**src/rtl/bank_dist_pkg.sv**
```systemverilog
// Shared helpers and the default-configuration beat type for the bank distributor stream.
package bank_dist_pkg;

  localparam int DEF_CHANNEL_NUMBER    = 3;
  localparam int DEF_CHANNEL_BANDWIDTH = 128;
  localparam int DEF_BLOCK_DEPTH       = 480;

  function automatic int clog2_min1(input int value);
    return (value <= 1) ? 1 : $clog2(value);
  endfunction

  // Bank b takes the word that sits r positions behind it in the input batch.
  function automatic int rot_src_index(input int b, input int r, input int n);
    return (b + n - r) % n;
  endfunction

  localparam int DEF_ADDR_W = clog2_min1(DEF_BLOCK_DEPTH);

  typedef struct packed {
    logic [DEF_CHANNEL_NUMBER-1:0][DEF_CHANNEL_BANDWIDTH-1:0] data;
    logic [DEF_CHANNEL_NUMBER-1:0][DEF_ADDR_W-1:0]            addr;
    logic [DEF_CHANNEL_NUMBER-1:0]                            we;
  } bank_beat_t;

endpackage

```
**src/rtl/bank_dist_skid.sv**
```systemverilog
// Generic 2-entry valid/ready skid buffer carrying one beat of type T.
// Only compiled when BANK_DIST_SKID_EN is defined.
`ifdef BANK_DIST_SKID_EN
module bank_dist_skid #(
  parameter type T = logic
) (
  input  logic clk,
  input  logic rst_n,
  input  logic in_valid,
  output logic in_ready,
  input  T     in_beat,
  output logic out_valid,
  input  logic out_ready,
  output T     out_beat
);

  logic skid_valid;
  T     skid_beat;

  assign in_ready = !skid_valid;

  // The output slot refills from the skid entry first so ordering is kept;
  // a beat arriving while the output is stalled parks in the skid entry.
  always_ff @(posedge clk or negedge rst_n) begin
    if (!rst_n) begin
      out_valid  <= 1'b0;
      out_beat   <= '0;
      skid_valid <= 1'b0;
      skid_beat  <= '0;
    end else if (out_ready || !out_valid) begin
      if (skid_valid) begin
        out_beat   <= skid_beat;
        out_valid  <= 1'b1;
        skid_valid <= 1'b0;
      end else begin
        out_valid <= in_valid;
        if (in_valid) out_beat <= in_beat;
      end
    end else if (in_valid) begin
      skid_beat  <= in_beat;
      skid_valid <= 1'b1;
    end
  end

endmodule
`endif

```
**src/rtl/bank_distributor_stream.sv**
```systemverilog
// Registered, handshaked bank distributor: rotates a batch of words across BRAM banks.
// Define BANK_DIST_SKID_EN to place a 2-entry skid buffer behind the rotation stage.
module bank_distributor_stream
  import bank_dist_pkg::*;
#(
  parameter int CHANNEL_NUMBER    = 3,
  parameter int CHANNEL_BANDWIDTH = 128,
  parameter int BLOCK_DEPTH       = 480,
  parameter int AUTO_ADDR         = 0,
  localparam int ADDR_W           = clog2_min1(BLOCK_DEPTH)
) (
  input  logic                                             I_clk_in,
  input  logic                                             I_rst_n_in,
  input  logic                                             I_valid_in,
  output logic                                             O_ready_out,
  input  logic                                             I_sol_in,
  input  logic [CHANNEL_NUMBER-1:0][CHANNEL_BANDWIDTH-1:0] I_data_in,
  input  logic [ADDR_W-1:0]                                I_address_in,
  output logic                                             O_valid_out,
  input  logic                                             I_ready_in,
  output logic [CHANNEL_NUMBER-1:0][CHANNEL_BANDWIDTH-1:0] O_data_out,
  output logic [CHANNEL_NUMBER-1:0][ADDR_W-1:0]            O_address_out,
  output logic [CHANNEL_NUMBER-1:0]                        O_we_out,
  output logic                                             O_overrun_out
);

  localparam int R_W = clog2_min1(CHANNEL_NUMBER);
  localparam logic [ADDR_W:0]   DEPTH_V = (ADDR_W + 1)'(BLOCK_DEPTH);
  localparam logic [ADDR_W-1:0] LAST_G  = ADDR_W'(BLOCK_DEPTH - 1);

  typedef struct packed {
    logic [CHANNEL_NUMBER-1:0][CHANNEL_BANDWIDTH-1:0] data;
    logic [CHANNEL_NUMBER-1:0][ADDR_W-1:0]            addr;
    logic [CHANNEL_NUMBER-1:0]                        we;
  } beat_t;

  logic              ready_en;
  logic [ADDR_W-1:0] beat_cnt;
  logic [ADDR_W-1:0] g;
  logic [R_W-1:0]    r;
  logic [R_W-1:0]    src;
  logic              in_range;
  logic              accept;
  logic              overrun;
  beat_t             rot_beat;
  beat_t             out_beat;
  logic              out_valid;

  // Input stays closed until the first clock after reset release.
  always_ff @(posedge I_clk_in or negedge I_rst_n_in) begin
    if (!I_rst_n_in) ready_en <= 1'b0;
    else             ready_en <= 1'b1;
  end

  always_comb begin
    g = I_address_in;
    if (AUTO_ADDR != 0) g = I_sol_in ? '0 : beat_cnt;
    in_range = ({1'b0, g} < DEPTH_V);
    r        = R_W'(g % CHANNEL_NUMBER);
  end

  always_comb begin
    rot_beat = '0;
    src      = '0;
    for (int b = 0; b < CHANNEL_NUMBER; b++) begin
      src              = R_W'(rot_src_index(b, int'(r), CHANNEL_NUMBER));
      rot_beat.data[b] = I_data_in[src];
      rot_beat.addr[b] = g;
    end
    rot_beat.we = in_range ? '1 : '0;
  end

  assign accept = I_valid_in && O_ready_out;

  // Out-of-range addresses also restart the counter so auto mode never leaves the bank.
  always_ff @(posedge I_clk_in or negedge I_rst_n_in) begin
    if (!I_rst_n_in) begin
      beat_cnt <= '0;
      overrun  <= 1'b0;
    end else if (accept) begin
      beat_cnt <= (g >= LAST_G) ? '0 : g + 1'b1;
      if (!in_range) overrun <= 1'b1;
    end
  end

`ifdef BANK_DIST_SKID_EN
  logic skid_in_ready;

  bank_dist_skid #(
    .T(beat_t)
  ) u_skid (
    .clk       (I_clk_in),
    .rst_n     (I_rst_n_in),
    .in_valid  (accept),
    .in_ready  (skid_in_ready),
    .in_beat   (rot_beat),
    .out_valid (out_valid),
    .out_ready (I_ready_in),
    .out_beat  (out_beat)
  );

  assign O_ready_out = ready_en && skid_in_ready;
`else
  always_ff @(posedge I_clk_in or negedge I_rst_n_in) begin
    if (!I_rst_n_in) begin
      out_valid <= 1'b0;
      out_beat  <= '0;
    end else if (accept) begin
      out_valid <= 1'b1;
      out_beat  <= rot_beat;
    end else if (I_ready_in) begin
      out_valid <= 1'b0;
    end
  end

  assign O_ready_out = ready_en && (!out_valid || I_ready_in);
`endif

  assign O_valid_out   = out_valid;
  assign O_data_out    = out_beat.data;
  assign O_address_out = out_beat.addr;
  assign O_we_out      = out_valid ? out_beat.we : '0;
  assign O_overrun_out = overrun;

endmodule
```
**config.mk**
```make
export PLATFORM = sky130hd
export DESIGN_NAME = bank_distributor_stream
export DESIGN_NICKNAME = d
export VERILOG_FILES = /design/src/rtl/bank_dist_pkg.sv /design/src/rtl/bank_dist_skid.sv /design/src/rtl/bank_distributor_stream.sv
export SDC_FILE = /design/constraint.sdc
export NUM_CORES = 1
export LEC_CHECK = 0
export BUFFER_PORTS_ARGS = -buffer_cell sky130_fd_sc_hd__buf_4
export CORE_AREA = 3 3 316 318
export CTS_CLUSTER_DIAMETER = 100
export DETAILED_ROUTE_END_ITERATION = 12
export DIE_AREA = 0 0 319 321
export GPL_TIMING_DRIVEN = 0
export HOLD_SLACK_MARGIN = 0.08
export PLACE_DENSITY = 0.45
export SLEW_MARGIN = 40
export SYNTH_ARGS = -nofsm -noshare
export SYNTH_HDL_FRONTEND = slang
export SYNTH_SLANG_ARGS = --single-unit
```
**constraint.sdc**
```tcl
create_clock -name I_clk_in -period 3.2 [get_ports I_clk_in]
set_input_delay 0.64 -clock I_clk_in [delete_from_list [all_inputs] [get_ports I_clk_in]]
set_output_delay 0.64 -clock I_clk_in [all_outputs]
set_load 0.01 [all_outputs]
```
==> metrics, run 1 <==
Crit path top cell by count=ha_4; CP max FO=8; CP endpoint=O_data_out[133]; sequential area share after synthesis=37.05%; first-pass GRT wire length=~210000 um; origin of the critical flop-to-flop path=O_valid_out; Net count, final=between 4000 and 5000; final setup margin=-2321 ps; vias in the first global route=28673; FF+latch count, synth=397; Syn Inst Count=3304; Synth async-reset ratio=100.0%; min Tclk post-route=5521 ps; Num CTS Buffers=54; Post-Place Setup Slack=-4779 ps; DPL Wire Length=114100 um; CTS tree=done; r2r endpoint=O_data_out[329]; Total GRT Usage=28.08%; failing checks=setup timing; cell depth of the worst flop-to-flop path=10; Clock Tree Root=clkbuf_16; Die H=between 300 and 400 um; Starting Density=27.68%; Min-Delay Path Class=in2reg; Netlist cell types=53; drt pass-1 iters=8; RSZ-0062 raised after global routing=true; Leakage=about 18 nW; Worst Tran Pin Value=814.3 ps; achievable frequency=0.1811 GHz; Boundary Pins=815; number of max-cap violations=0; routed vias/inst=5.139; total DRC errors in the routed layout=0; status=finished, violations left; Total Die Area=between 0.1 and 0.15 mm2; CP endpoint kind=flop; worst vdd ir=~0.00043 V; GPL Wtd Cong=0.8736; setup violators final=roughly 390; routed length per instance=~27 um; core area=0.09685 mm2; crit-path max cell delay=340 ps; Clock Pin Slew Worst Setup and Hold Paths=60 ps; Setup crit start=I_address_in[7]; Routed WL=152000 um; CP max stage cell=mux2_4; DR iter-0 viols=2198; Main synth FF type=dfrtp_1; CP arrival=6000 ps; pin count of the biggest net entering global routing=64; EDFF count, synth=0; CP required=3680 ps; via count=about 29000; Syn. warnings=0; Tot Pwr=38.96 mW; initial antenna violation count=32; max-slew violations=0; syn_nets=3707; Post-Syn Area=0.02681 mm2; CP Class=in2reg; grt ovf=0; Post-Syn Area per Cell=approximately 8 um2; Skew-Pair Late Insertion Delay=640 ps; Clock Sink Count=397; clk_skew=18.69 ps; final worst path period share=172.5%; PortBufs=813; maximum clock path buffer count=3; overall die width=319 um; H-tree depth=2; layout cells sized above 1=45.37%; Layout area overhead=49.58%; Final Hold Viols=0; Power Dens Cells=971.4 mW/mm2; max_slew headroom=approximately 46%; Post-DRT Antenna Nets=0; crit path launch type=input pin; num rows=114; R2R setup slack=-380 ps
[cell families (layout without fill, tap and decap cells)]
group | Yosys count | after routing | share of synthesized area [%]
other | 1 | 28 | 0.01399
and+or+nand+nor | 1227 | 1227 | 22.90
adders and majority gates | 5 | 5 | 0.2333
buffers and inverters | 715 | 1709 | 16.21
DFF | 397 | 397 | 37.05
AOI/OAI and AO/OA | 817 | 817 | 17.66
xor gates and xnor gates | 7 | 7 | 0.2287
muxes | 135 | 135 | 5.698
[placed cells by master (no fill, tap or decap), drive strengths merged, types with 4 or more instances in the layout]
cell type	count
nand2b	4
inv	8
o21ai	138
dfrtp	397
nor3	5
nor2	400
a21oi	260
a31oi	390
o211ai	5
or2	4
xnor2	6
clkbuf	284
ha	5
clkinv	7
buf	1407
diode	27
nand2	285
mux2	131
nor2b	131
mux2i	4
nand3	129
nand3b	256
[layer usage]
| layer | wire length [um] | GRT usage, % |
|---|---|---|
| met5 | 80 | 0 |
| met4 | 5028 | 9.324 |
| met3 | 9802 | 5.556 |
| met2 | 72700 | 47.01 |
| met1 | 64430 | 36.32 |
[power by group]
| group | switching [mW] | internal, mW |
|---|---|---|
| sequential | 1.26 | 6.96 |
| clock | 2.60 | 3.73 |
| combinational | 12.5 | 11.9 |
| total | 16.3 | 22.6 |
[state kept, by name, summed over array words and instances (netlist names)]
signal         cells
O_data_out       384
ready_en           1
O_address_out      9
O_overrun_out      1
O_valid_out        1
out_beat           1
[what timing repair did]
| action | CTS | global route |
|---|---|---|
| gates resized for setup | 292 | 247 |
| pin swaps | 26 | 54 |
| buffers inserted | 29 | 11 |
| endpoints found under the setup margin | 389 | 394 |
| hold endpoints to repair | 54 | 0 |
| gates cloned | 16 | 16 |
| hold buffers | 1 | 0 |
[metrics by stage]
stage               std cells  TNS [ps]  util (%)  instance area, um2  hold slack [ps]
floorplan                3304   -947710         -               27380            344.4
global placement         5393  -2868300     36.22               35080            459.9
detailed placement       5406  -1572080     36.61               35460            471.7
CTS                      5549   -822330     40.20               38940            257.5
global route             5594   -907220     41.39               40090            276.5
finish                   5601   -816160     41.41               40100            293.6
[worst min-delay path by stage]
stage | start | end | cells after the start
after floorplan | I_rst_n_in | O_address_out[18] | 0
after global placement | O_overrun_out | O_overrun_out | 1
after detailed placement | O_data_out[164] | O_data_out[164] | 2
after CTS | I_data_in[129] | O_data_out[257] | 3
after global routing | I_data_in[311] | O_data_out[311] | 3
final | I_data_in[312] | O_data_out[312] | 3
[cell usage after synthesis, drive strengths merged (6+ instances only)]
| library cell | count | area share [%] |
|---|---|---|
| buf | 494 | 13 |
| nor2 | 400 | 5.6 |
| dfrtp | 397 | 37 |
| a31oi | 390 | 9.1 |
| nand2 | 285 | 4.0 |
| a21oi | 260 | 4.9 |
| nand3b | 256 | 7.2 |
| clkbuf | 215 | 3.0 |
| o21ai | 138 | 2.6 |
| mux2 | 131 | 5.5 |
| nor2b | 131 | 3.1 |
| nand3 | 129 | 2.4 |
| inv | 6 | 0.084 |
| xnor2 | 6 | 0.20 |
[layout make-up]
cell class	instances	area [um2]
multi-input cells	2192	13660
repair buffers	899	7480
diodes	27	67.56
plain buffers	704	5527
clock buffers	90	1727
clock inverters	10	93.84
well taps	1276	1597
flip-flops and latches	397	9935
fillers	10109	56750
inverters	6	22.52
[worst max-delay path: cells and delay by family]
| family | cells | cell delay (ps) |
|---|---|---|
| compound gates | 11 | 1920 |
| buf+inv | 7 | 1000 |
| fa+ha+maj | 4 | 890 |
| simple gates | 7 | 840 |
| mux | 2 | 670 |
Power figures use the tool's default switching activity.
==> run 2: changes to the inputs <==
--- a/config.mk
+++ b/config.mk
@@ -12,8 +12,9 @@
 export DIE_AREA = 0 0 319 321
 export GPL_TIMING_DRIVEN = 0
 export HOLD_SLACK_MARGIN = 0.08
-export PLACE_DENSITY = 0.45
+export PLACE_DENSITY = 0.44
 export SLEW_MARGIN = 40
 export SYNTH_ARGS = -nofsm -noshare
 export SYNTH_HDL_FRONTEND = slang
+export SYNTH_HIERARCHICAL = 1
 export SYNTH_SLANG_ARGS = --single-unit
==> metrics, run 2 <==
Layout area overhead=49.40%; Power Dens Cells=964.7 mW/mm2; Leakage=17.84 nW; Total GRT Usage=between 20% and 30%; via count=28511; maximum clock path buffer count=3; most frequent cells in the layout=1276 x buf_4, 397 x dfrtp_1, 396 x nor2_1; post-synthesis mux area share=about 5.7%; CTS tree=done; combinational share of power=63.1%; Post-Place Cells=5404; Worst path top cell family by delay=compound AO/OA/AOI/OAI gates; Synth area leader=dfrtp_1; Netlist cell types=53; Final Hold Viols=0; syn_nets=~3700; status=finished, violations left; Skew-Pair Late Insertion Delay=640 ps; failing checks=setup timing; num rows=114; Post-Syn Area=0.02681 mm2; Post-Synth XOR/XNOR Area=0.2287%; layout cells sized above 1=45.30%; grt ovf=0; setup violators final=396; clk_skew=about 14 ps; Post-Layout Cell Count=5594; origin of the critical flop-to-flop path=O_valid_out; drt pass-1 iters=7; Synth top cells by count=423 x buf_4, 400 x nor2_1, 397 x dfrtp_1; CP max stage cell=mux2_4; Final Instance Area=0.04005 mm2; Worst Tran Pin Value=827.5 ps; CP Class=in2reg; Boundary Pins=about 820; worst vdd ir=~0.00043 V; Synth async-reset ratio=100.0%; Clk pwr share=approximately 16%; GPL Wtd Cong=0.8589; Clock Pin Slew Worst Setup and Hold Paths=60 ps; CP endpoint kind=flop; Clock Sink Count=397; setup_tns=-803300 ps; Buf/Inv on CP=7; Synth Area in Compound Gates=17.66%; Starting Density=27.68%; final setup margin=-2194 ps; Min-Delay Path Class=in2reg; CP arrival=just under 6000 ps; Syn. warnings=6; switching power total=between 15 and 20 mW; Post-DRT Antenna Nets=0; Sw Ratio=a little over two fifths; Post-Synth Simple-Gate Area=22.90%; pin count of the biggest net entering global routing=66; worst hold path startpoint=I_data_in[335]; vias in the first global route=28226; final worst path period share=168.6%; H-tree depth=2; Net count, final=4656; CP max FO=8; top cell type's share of synthesized area=a little under two fifths; crit path launch type=input pin; DR iter-0 viols=between 2000 and 2500; overall die width=around 320 um; hold_ws=283.9 ps; max_slew headroom=44.83%; CP required=3750 ps; initial antenna violation count=32; Post-Place Setup Slack=-4626 ps; most common cell after layout, fill and taps aside=buf_4; crit-path max cell delay=350 ps; Crit path top cell by count=clkbuf_16; sequential area share after synthesis=37.05%; routed length per instance=27.09 um; Routed WL=151500 um; min Tclk post-route=5394 ps; PortBufs=813; routed vias/inst=5.097; Total Die Area=0.1024 mm2; Num CTS Buffers=52; Flop pwr share=21.2%; Int Pwr=22.42 mW; core area=0.09685 mm2; placement-stage cell area=0.03540 mm2; Setup crit start=I_address_in[7]; Main synth FF type=dfrtp_1; Largest register FFs=384; RSZ-0062 raised after global routing=true; total DRC errors in the routed layout=0; Post-Syn Area per Cell=8.115 um2; R2R setup slack=-840 ps; largest family of logic cells by synthesized area=simple AND/OR/NAND/NOR gates; EDFF count, synth=0; first-pass GRT wire length=211400 um; Syn Inst Count=~3300; number of max-cap violations=0; top-count cell post-synth=buf_4; Die H=321 um; DPL Wire Length=113900 um; max-slew violations=0; FF+latch count, synth=397; post-synthesis adder-cell area fraction=less than 1%; achievable frequency=0.1854 GHz; top post-synthesis cells by area=dfrtp_1 37%, buf_4 12%, a31oi_1 9.1%; Clock Tree Root=clkbuf_16
-- run 2: cell counts after synthesis --
Identical to the previous run, type by type.
-- run 2: layout make-up --
cell class / count / area (um2)
Fill cell: 10164 / 56800
Tap cell: 1276 / 1597
Sequential cell: 397 / 9935
Antenna cell: 29 / 72.57
Clock buffer: 78 / 1570
Buffer: 704 / 5537
Clock inverter: 12 / 120.1
Multi-Input combinational cell: 2192 / 13710
Timing Repair Buffer: 900 / 7493
Inverter: 6 / 22.52
-- run 2: per-layer routing --
layer / part of all wire (%) / vias up / track usage [%]
li1: - / 13075 / -
met1: 43 / 14186 / 36.85
met2: 48 / 1025 / 46.78
met3: 5.7 / 217 / 4.486
met4: 3.5 / 8 / 10.21
met5: 0.030 / - / 0
-- run 2: final timing paths --
| path | end | cells past startpoint |
|---|---|---|
| worst max-delay path | O_data_out[304] | 29 |
| worst min-delay path | O_data_out[335] | 3 |
| worst max register to register | O_address_out[22] | 9 |
| worst min register to register | O_overrun_out | 1 |
| max in group asynchronous | O_data_out[240] | 5 |
| min in group asynchronous | O_data_out[54] | 2 |
-- run 2: power by group through the flow --
stage | registers [mW] | clock network (mW) | logic, mW
floorplan | 7.80 | 0 | 11.9
global placement | 8.23 | 0 | 20.3
detailed placement | 8.24 | 0 | 20.4
CTS | 8.17 | 6.21 | 23.0
global route | 8.42 | 6.39 | 25.9
finish | 8.19 | 6.09 | 24.4
-- run 2: what timing repair did --
action / CTS / global route
hold endpoints to repair: 57 / 0
pin swaps: 20 / 52
hold buffers: 1 / 0
setup buffers: 32 / 13
endpoints found under the setup margin: 396 / 396
resized for setup: 289 / 257
gates cloned: 17 / 13
-- run 2: per-stage QoR --
step / power, mW / utilization [%]
finish: 38.64 / 41.36
global route: 40.67 / 41.35
CTS: 37.38 / 40.10
detailed placement: 28.64 / 36.55
global placement: 28.55 / 36.22
floorplan: 19.70 / -
-- run 2: worst register-to-register path, cell delays in order, from the launching register on --
cell      delay [ps]
dfrtp_1          560
nand2b_1         140
and2_1           200
nand2_1          280
clkbuf_2         510
buf_16           220
clkbuf_2         450
clkbuf_1         650
clkbuf_1         690
o21ai_0          180
-- run 2: logic make-up (layout without fill, tap and decap cells) --
logic type	count (synthesis)	after routing
simple gates	1227	1227
compound gates	817	817
buf+inv	715	1700
flops	397	397
mux	135	135
xor+xnor	7	7
fa+ha+maj	5	5
other cells	1	30
